[src/rtl/fifo_pkg.sv]
// Shared helpers and defaults for the synchronous FIFO family (sync_fifo_param, fifo_ram).
// Consumers honour the SYNC_FIFO_FWFT_EN macro for first-word-fall-through reads.
package fifo_pkg;

    localparam int DEF_DATA_W = 8;
    localparam int DEF_DEPTH  = 16;

    function automatic int addr_w(input int depth);
        return (depth > 1) ? $clog2(depth) : 1;
    endfunction

    function automatic bit is_pow2(input int n);
        return (n >= 2) && ((n & (n - 1)) == 0);
    endfunction

endpackage

[src/rtl/fifo_ram.sv]
// Simple dual-port DATA_W x DEPTH storage: synchronous write, registered read port,
// or an asynchronous read port when SYNC_FIFO_FWFT_EN is defined.
module fifo_ram
    import fifo_pkg::*;
#(
    parameter int DATA_W = DEF_DATA_W,
    parameter int DEPTH  = DEF_DEPTH,
    localparam int AW    = addr_w(DEPTH)
) (
    input  logic              i_clk,
`ifndef SYNC_FIFO_FWFT_EN
    input  logic              i_rst,
    input  logic              i_re,
`endif
    input  logic              i_we,
    input  logic [AW-1:0]     i_waddr,
    input  logic [DATA_W-1:0] i_wdata,
    input  logic [AW-1:0]     i_raddr,
    output logic [DATA_W-1:0] o_rdata
);

    logic [DATA_W-1:0] r_mem [DEPTH];

    // Storage is deliberately never reset; only the read register is.
    always_ff @(posedge i_clk) begin
        if (i_we) begin
            r_mem[i_waddr] <= i_wdata;
        end
    end

`ifdef SYNC_FIFO_FWFT_EN
    assign o_rdata = r_mem[i_raddr];
`else
    logic [DATA_W-1:0] r_rdata;

    always_ff @(posedge i_clk or posedge i_rst) begin
        if (i_rst) begin
            r_rdata <= '0;
        end else if (i_re) begin
            r_rdata <= r_mem[i_raddr];
        end
    end

    assign o_rdata = r_rdata;
`endif

endmodule

[src/rtl/sync_fifo_param.sv]
// Parametrised single-clock FIFO with occupancy count, almost flags and error pulses.
// Define SYNC_FIFO_FWFT_EN for first-word-fall-through output instead of registered reads.
module sync_fifo_param
    import fifo_pkg::*;
#(
    parameter int DATA_W   = DEF_DATA_W,
    parameter int DEPTH    = DEF_DEPTH,
    parameter int AF_LEVEL = DEPTH - 2,
    parameter int AE_LEVEL = 2,
    localparam int AW      = addr_w(DEPTH),
    localparam int CW      = addr_w(DEPTH) + 1
) (
    input  logic              clk,
    input  logic              rst,
    input  logic [DATA_W-1:0] data_in,
    input  logic              wr_en,
    input  logic              rd_en,
    output logic [DATA_W-1:0] data_out,
    output logic              empty,
    output logic              full,
    output logic              almost_empty,
    output logic              almost_full,
    output logic [CW-1:0]     count,
    output logic              overflow,
    output logic              underflow
);

    generate
        if (!is_pow2(DEPTH)) begin : g_depth_chk
            $error("sync_fifo_param: DEPTH must be a power of two and >= 2");
        end
    endgenerate

    logic [AW-1:0]     r_wr_ptr;
    logic [AW-1:0]     r_rd_ptr;
    logic [CW-1:0]     r_count;
    logic              r_overflow;
    logic              r_underflow;
    logic              w_rd_acc;
    logic              w_wr_acc;
    logic [DATA_W-1:0] w_ram_rdata;

    assign empty        = (r_count == '0);
    assign full         = (r_count == CW'(DEPTH));
    assign almost_empty = (r_count <= CW'(AE_LEVEL));
    assign almost_full  = (r_count >= CW'(AF_LEVEL));
    assign count        = r_count;
    assign overflow     = r_overflow;
    assign underflow    = r_underflow;

    // A write on full only proceeds when a read frees the slot in the same cycle.
    assign w_rd_acc = rd_en && !empty;
    assign w_wr_acc = wr_en && (!full || w_rd_acc);

    always_ff @(posedge clk or posedge rst) begin
        if (rst) begin
            r_wr_ptr    <= '0;
            r_rd_ptr    <= '0;
            r_count     <= '0;
            r_overflow  <= 1'b0;
            r_underflow <= 1'b0;
        end else begin
            if (w_wr_acc) begin
                r_wr_ptr <= r_wr_ptr + AW'(1);
            end
            if (w_rd_acc) begin
                r_rd_ptr <= r_rd_ptr + AW'(1);
            end
            case ({w_wr_acc, w_rd_acc})
                2'b10:   r_count <= r_count + CW'(1);
                2'b01:   r_count <= r_count - CW'(1);
                default: r_count <= r_count;
            endcase
            r_overflow  <= wr_en && !w_wr_acc;
            r_underflow <= rd_en && !w_rd_acc;
        end
    end

    fifo_ram #(
        .DATA_W (DATA_W),
        .DEPTH  (DEPTH)
    ) u_ram (
        .i_clk   (clk),
`ifndef SYNC_FIFO_FWFT_EN
        .i_rst   (rst),
        .i_re    (w_rd_acc),
`endif
        .i_we    (w_wr_acc),
        .i_waddr (r_wr_ptr),
        .i_wdata (data_in),
        .i_raddr (r_rd_ptr),
        .o_rdata (w_ram_rdata)
    );

`ifdef SYNC_FIFO_FWFT_EN
    assign data_out = empty ? '0 : w_ram_rdata;
`else
    assign data_out = w_ram_rdata;
`endif

endmodule
[config.mk]
export PLATFORM = sky130hd
export DESIGN_NAME = sync_fifo_param
export DESIGN_NICKNAME = d
export VERILOG_FILES = /design/src/rtl/fifo_pkg.sv /design/src/rtl/fifo_ram.sv /design/src/rtl/sync_fifo_param.sv
export SDC_FILE = /design/constraint.sdc
export NUM_CORES = 1
export LEC_CHECK = 0
export ABC_AREA = 1
export CORE_ASPECT_RATIO = 1.2
export CORE_MARGIN = 2
export CORE_UTILIZATION = 50
export DETAILED_ROUTE_END_ITERATION = 7
export PLACE_DENSITY = 0.69
export SYNTH_ARGS = -nofsm -noshare
export SYNTH_HDL_FRONTEND = slang
export SYNTH_SLANG_ARGS = --single-unit
[constraint.sdc]
create_clock -name clk -period 2.8 [get_ports clk]
set_clock_uncertainty 0.05 [all_clocks]
set_input_delay 0.56 -clock clk [delete_from_list [all_inputs] [get_ports clk]]
set_output_delay 0.56 -clock clk [all_outputs]
set_load 0.005 [all_outputs]
==> summary.md, run 1 <==
| Metric | Value |
|---|---|
| Outcome | complete, no violations |
| Max-Cap Viols | 0 |
| Main area contributors after synthesis | edfxtp_1 57%, nand2_1 12%, dfrtp_1 8.6% |
| Max Clock Freq | 0.4229 GHz |
| Ys flop type | edfxtp_1 |
| Post-synthesis cell count | 643 |
| M1 GR Usage | 27.40% |
| Period utilization | 84.45% |
| Average size of a mapped cell | 10.44 sq um |
| # diodes | 0 |
| Number of enable flip-flop cells after synthesis | 128 |
| Final WS setup | 0.4355 ns |
| Initial antenna violation count | 0 |
| PostCTS Resize Cnt | 0 |
| Final Hold Fails | 0 |
| Syn nets | 664 |
| Mapped Area | 0.006713 sq mm |
| DP Area | 0.007184 sq mm |
| Drc violations | 0 |
| Crit path required time | 2.19 ns |
| IO Port Bufs | 30 |
| Final Hold Slack | 0.4066 ns |
| Ys async rst share | 15.23% |
| #FFs+latches synth | 151 |
| Top-count cell post-synth | nand2_1 |
| Final instance area | 0.007772 sq mm |
| Routability Congestion | 0.8745 |
| RSZ-0062 raised after global routing | no |
| Total GRT Usage | 21.78% |
| WL/cell | 16.57 um |
| # clock sinks | 151 |
| PD cells | 1016 mW/mm^2 |
| Final setup vio count | 0 |
| Die X-Extent | 109.8 um |
| Worst hold path type | input port to async pin |
| Least-Margin Pin Slew | 0.7983 ns |
| Vias in the first global route | 4342 |
| Routing usage on met3 | 4.315% |
| Synthesis warning total | 0 |
| TNS Setup | 0 ns |
| Netlist cell types | 26 |
| Via Count | 4497 |
| Synth top cells by count | 222 x nand2_1, 128 x edfxtp_1, 88 x nand3_1 |
| CORE AREA | 0.01318 sq mm |
| Num CTS Buffers | 17 |
| CP startpoint kind | flip-flop |
| Static leakage power | 3.369 nW |
| Max VDD drop | 0.6326 mV |
| Worst Setup Path Type | flip-flop to output pin |
| Register area share after synthesis | 65.83% |
| FP Rows | 46 |
| Crit path time final | 2.365 ns |
| Critical Path AT | 1.75 ns |
| Max-slew violation count | 0 |
| Worst-Skew Late Latency | 0.42 ns |
| Placed instance count | 836 |
| Post-Layout Cell Count | 868 |
| Max H-tree Level | 4 |
| GRT met2 Usage | 35.51% |
| First-pass GRT wire length | 22.68 mm |
| Initial core utilization | 50.93% |
| CP Capture Type | output pin |
| GR peak layer | met2 |
| Pre-antenna DRT Iters | 5 |
| Util after Layout | 58.97% |
| Post-Route WL | 14.39 mm |
| Hold Buf Count CTS | 0 |
| CTS max path bufs | 2 |
| Leading area contributor after synthesis | edfxtp_1 |
| Largest net degree at the start of global routing | 75 |
| Final Net Count | 708 |
| Die Area | 0.01437 sq mm |
| Die Ht | 130.9 um |
| Share of layout cells above drive strength 1 | 9.286% |
| Clock slew at reported path FFs | 0.06 ns |
| Power, Total | 7.900 mW |
| CTS tree | built |
| GRT overflow | 0 |
| Vias/cell | 5.181 |
| Clock root buffer | clkbuf_16 |
| Flop2flop setup slack | 0.66 ns |
| Peak fanout along the critical path | 6 |
| Pre-CTS setup slack | 0.3194 ns |
| Starting DRT DRC Count | 319 |
| Syn-to-layout area delta | 15.79% |
| DP Wirelength | 9.516 mm |
| Routed Antenna Nets | 0 |
| Max_slew headroom | 46.61% |
| # IOs | 31 |
| Setup repair bufs after CTS | 0 |
| Synth top area share | 57.26% |
[state kept, by name, indices dropped and copies added, names as in the netlist]
name	flops
underflow	1
count	5
r_rd_ptr	4
r_wr_ptr	4
u_ram.o_rdata	8
overflow	1
u_ram.r_mem	128
[layout by cell type, fill, tap and decap left out, types with 5 or more instances in the layout]
master             n
buf_4             21
nand3_1           88
clkdlybuf4s50_1   30
o21ai_0            6
clkinv_2           5
clkbuf_16         17
edfxtp_1         128
nand2_1          222
nor2_1            18
inv_1             87
dfrtp_1           22
o211ai_1           8
ha_1               8
xor2_1             8
[power by group]
| group | leakage, nW | internal (mW) | switching, mW | total, mW |
|---|---|---|---|---|
| clock | 0.283 | 1.39 | 0.869 | 2.26 |
| combinational | 1.65 | 0.938 | 1.73 | 2.67 |
| sequential | 1.44 | 2.78 | 0.195 | 2.98 |
| total | 3.37 | 5.11 | 2.79 | 7.90 |
[cells by family after synthesis]
family          Yosys count  share of synthesized area [%]
compound gates           18                          1.678
fa+ha+maj                 9                          1.789
buf+inv                 120                          8.481
xor+xnor                  9                          1.286
simple gates            336                          20.93
flops                   151                          65.83
[routing by layer]
metal / wire length [um] / vias to the layer above / part of all wire [%]
met3: 823 / 30 / 5.7
met4: 496 / 0 / 3.4
met2: 7265 / 173 / 51
met5: 0 / - / 0
met1: 5799 / 2124 / 40
li1: - / 2170 / -
[path summary, 6_finish.rpt]
check | start | end | cells past startpoint
worst max-delay path | count[1] | full | 4
worst min-delay path | rst | underflow | 2
worst max register to register | count[1] | count[4] | 13
worst min register to register | u_ram.o_rdata[4] | u_ram.o_rdata[4] | 2
max in group asynchronous | rst | r_rd_ptr[0] | 3
min in group clk | u_ram.o_rdata[4] | u_ram.o_rdata[4] | 2
[worst max-delay path: stages, from the launching register on]
cell,delay (ns)
dfrtp_1,0.46
nor2_2,0.17
nand3_1,0.11
inv_1,0.09
clkdlybuf4s50_1,0.50
[layout make-up]
| type | instances | area [sq um] |
|---|---|---|
| multi-input combinational | 372 | 1724 |
| tap | 168 | 210.2 |
| clock buffer | 18 | 429.2 |
| fill | 1070 | 5408 |
| clock inverter | 14 | 158.9 |
| inverter | 93 | 351.6 |
| timing repair buffer | 52 | 478.0 |
| sequential | 151 | 4420 |
(Power assumes the default switching activity.)
==> inputs of run 2 (changes only) <==
==> constraint.sdc (replaced) <==
create_clock -name clk -period 2.3 [get_ports clk]
set_clock_uncertainty 0.05 [all_clocks]
set_input_delay 0.46 -clock clk [delete_from_list [all_inputs] [get_ports clk]]
set_output_delay 0.46 -clock clk [all_outputs]
set_load 0.005 [all_outputs]
==> run 2 against run 1 <==
Setup slack worse by 0.34 ns. Die area unchanged. Largest cell class unchanged. First-iteration DRC count up 24%. Clock power up 30%. Combinational power up 24%.
==> summary.md, run 2 (same netlist as run 1, synthesis figures left out) <==
| Metric | Value |
|---|---|
| Outcome | complete, no violations |
| Starting DRT DRC Count | 395 |
| Period utilization | 96.03% |
| Fillcell total | 1057 |
| Via Count | 4580 |
| Worst-Skew Late Latency | 0.41 ns |
| Die Ht | 130.9 um |
| CP cell instances | nor2_4, nand3_2, inv_1, clkdlybuf4s50_1 |
| Num CTS Buffers | 17 |
| Least-Margin Pin Slew | 0.7246 ns |
| Max H-tree Level | 4 |
| Largest net degree at the start of global routing | 43 |
| Multi-input gate area | 0.001729 sq mm |
| RR Startpoint | count[3] |
| Vias in the first global route | 4570 |
| Crit path required time | 1.79 ns |
| Top cell family by delay on the critical path | buffers and inverters |
| GRT overflow | 0 |
| Clock slew at reported path FFs | 0.06 ns |
| IO Port Bufs | 30 |
| Die X-Extent | 109.8 um |
| FP Rows | 46 |
| Storage cell area | 0.004422 sq mm |
| CORE AREA | 0.01318 sq mm |
| # diodes | 0 |
| CTS tree | built |
| Routability Congestion | 0.8939 |
| # clock sinks | 151 |
| Max VDD drop | 0.5765 mV |
| Share of layout cells above drive strength 1 | 11.22% |
| PD cells | 1248 mW/mm^2 |
| CP max stage cell | clkdlybuf4s50_1 |
| Largest register by flop count | u_ram.r_mem |
| Final Hold Fails | 0 |
| Syn-to-layout area delta | 17.74% |
| Final setup vio count | 0 |
| First-pass GRT wire length | 23.46 mm |
| Flop2flop setup slack | 0.22 ns |
| Commonest non-fill, non-tap cell in the layout | nand2_1 |
| Max Clock Freq | 0.4528 GHz |
| Routed Antenna Nets | 0 |
| Worst reg-to-reg path cell count | 13 |
| Vias/cell | 5.199 |
| Clock root buffer | clkbuf_16 |
| Slowest stage delay, CP | 0.51 ns |
| Final Net Count | 721 |
| Worst Setup Path Type | flip-flop to output pin |
| Leading cell types in the layout, fill and taps excluded | 222 x nand2_1, 128 x edfxtp_1, 87 x inv_1, 87 x nand3_1, 35 x buf_4 |
| Worst hold path type | input port to async pin |
| RSZ-0062 raised after global routing | no |
| CTS max path bufs | 2 |
| WL/cell | 16.51 um |
| Max_slew headroom | 51.54% |
| Critical Path AT | 1.70 ns |
| Pre-antenna DRT Iters | 5 |
| RR Endpoint | count[4] |
| Max-slew violation count | 0 |
| Largest register FFs | 128 |
| Max-Cap Viols | 0 |
| Drc violations | 0 |
| # IOs | 31 |
| Initial core utilization | 50.93% |
| CP Capture Type | output pin |
| DP Wirelength | 9.813 mm |
| TNS Setup | 0 ns |
| Initial antenna violation count | 0 |
| Die Area | 0.01437 sq mm |
| Total GRT Usage | 22.16% |
| Peak fanout along the critical path | 4 |
| Static leakage power | 3.452 nW |
| WP buf/inv | 2 |
| Util after Layout | 59.97% |
| Post-Route WL | 14.54 mm |
| Setup repair bufs after CTS | 0 |
| CP startpoint kind | flip-flop |
| Crit path time final | 2.209 ns |
==> run 2: timing repair <==
| item | in CTS | in global routing |
|---|---|---|
| gates resized for setup | 0 | 3 |
| setup endpoints to repair | 0 | 4 |
| hold buffers | 0 | 0 |
| endpoints found under the hold margin | 0 | 0 |
==> run 2: metal layers <==
metal,global-route usage [%],up-vias,wire length (um)
li1,-,2196,-
met1,28.54,2205,6004
met2,37.84,149,7498
met3,3.770,30,701
met4,8.042,0,340
met5,0,-,0
==> run 2: final cells by class <==
class | count | area share (%)
clock buffer | 18 | 5.430
clock inverter | 14 | 2.485
inverter | 93 | 4.448
tap | 168 | 2.659
sequential | 151 | 55.94
multi-input combinational | 372 | 21.88
timing repair buffer | 65 | 7.155
==> run 2: report_power, final <==
part | total [mW] | internal (mW) | switching [mW]
logic | 3.32 | 1.19 | 2.14
registers | 3.61 | 3.39 | 0.222
clock network | 2.93 | 1.83 | 1.10
total | 9.86 | 6.40 | 3.46
==> run 2: worst reg2reg max path, stage by stage, from the launching register on <==
cell and delay [ns]:
dfrtp_2 0.44, nor2_4 0.15, nand3_2 0.12, nand2_2 0.09, inv_2 0.04, nand2_1 0.09
inv_1 0.10, ha_1 0.33, a21oi_1 0.19, nand3_1 0.10, nand2_1 0.10, nand3_1 0.07
nand2_1 0.07, inv_1 0.03
==> run 2: per-stage QoR <==
| step | hold WS [ns] | total power [mW] | instance area (sq um) | std cells | setup WS [ns] |
|---|---|---|---|---|---|
| finish | 0.3734 | 9.861 | 7904 | 881 | 0.09138 |
| global route | 0.4335 | 10.46 | 7904 | 881 | 0.0004683 |
| CTS | 0.3831 | 9.882 | 7895 | 881 | 0.02662 |
| detailed placement | 0.4215 | 6.953 | 7269 | 849 | -0.007296 |
| global placement | 0.4204 | 6.852 | 7269 | 849 | 0.07173 |
| floorplan | 0.4119 | 5.953 | 6713 | 643 | 0.3758 |
==> run 2: worst max path at each step <==
stage / start / endpoint / slack, ns / cells after the start
2_1_floorplan: count[1] / count[4] / 0.38 / 13
3_3_place_gp: rd_en / count[4] / 0.07 / 12
3_5_place_dp: rd_en / count[4] / -0.007 / 12
4_1_cts: count[3] / almost_full / 0.03 / 3
5_1_grt: count[3] / count[4] / 0.0005 / 13
6_report: count[3] / full / 0.09 / 4
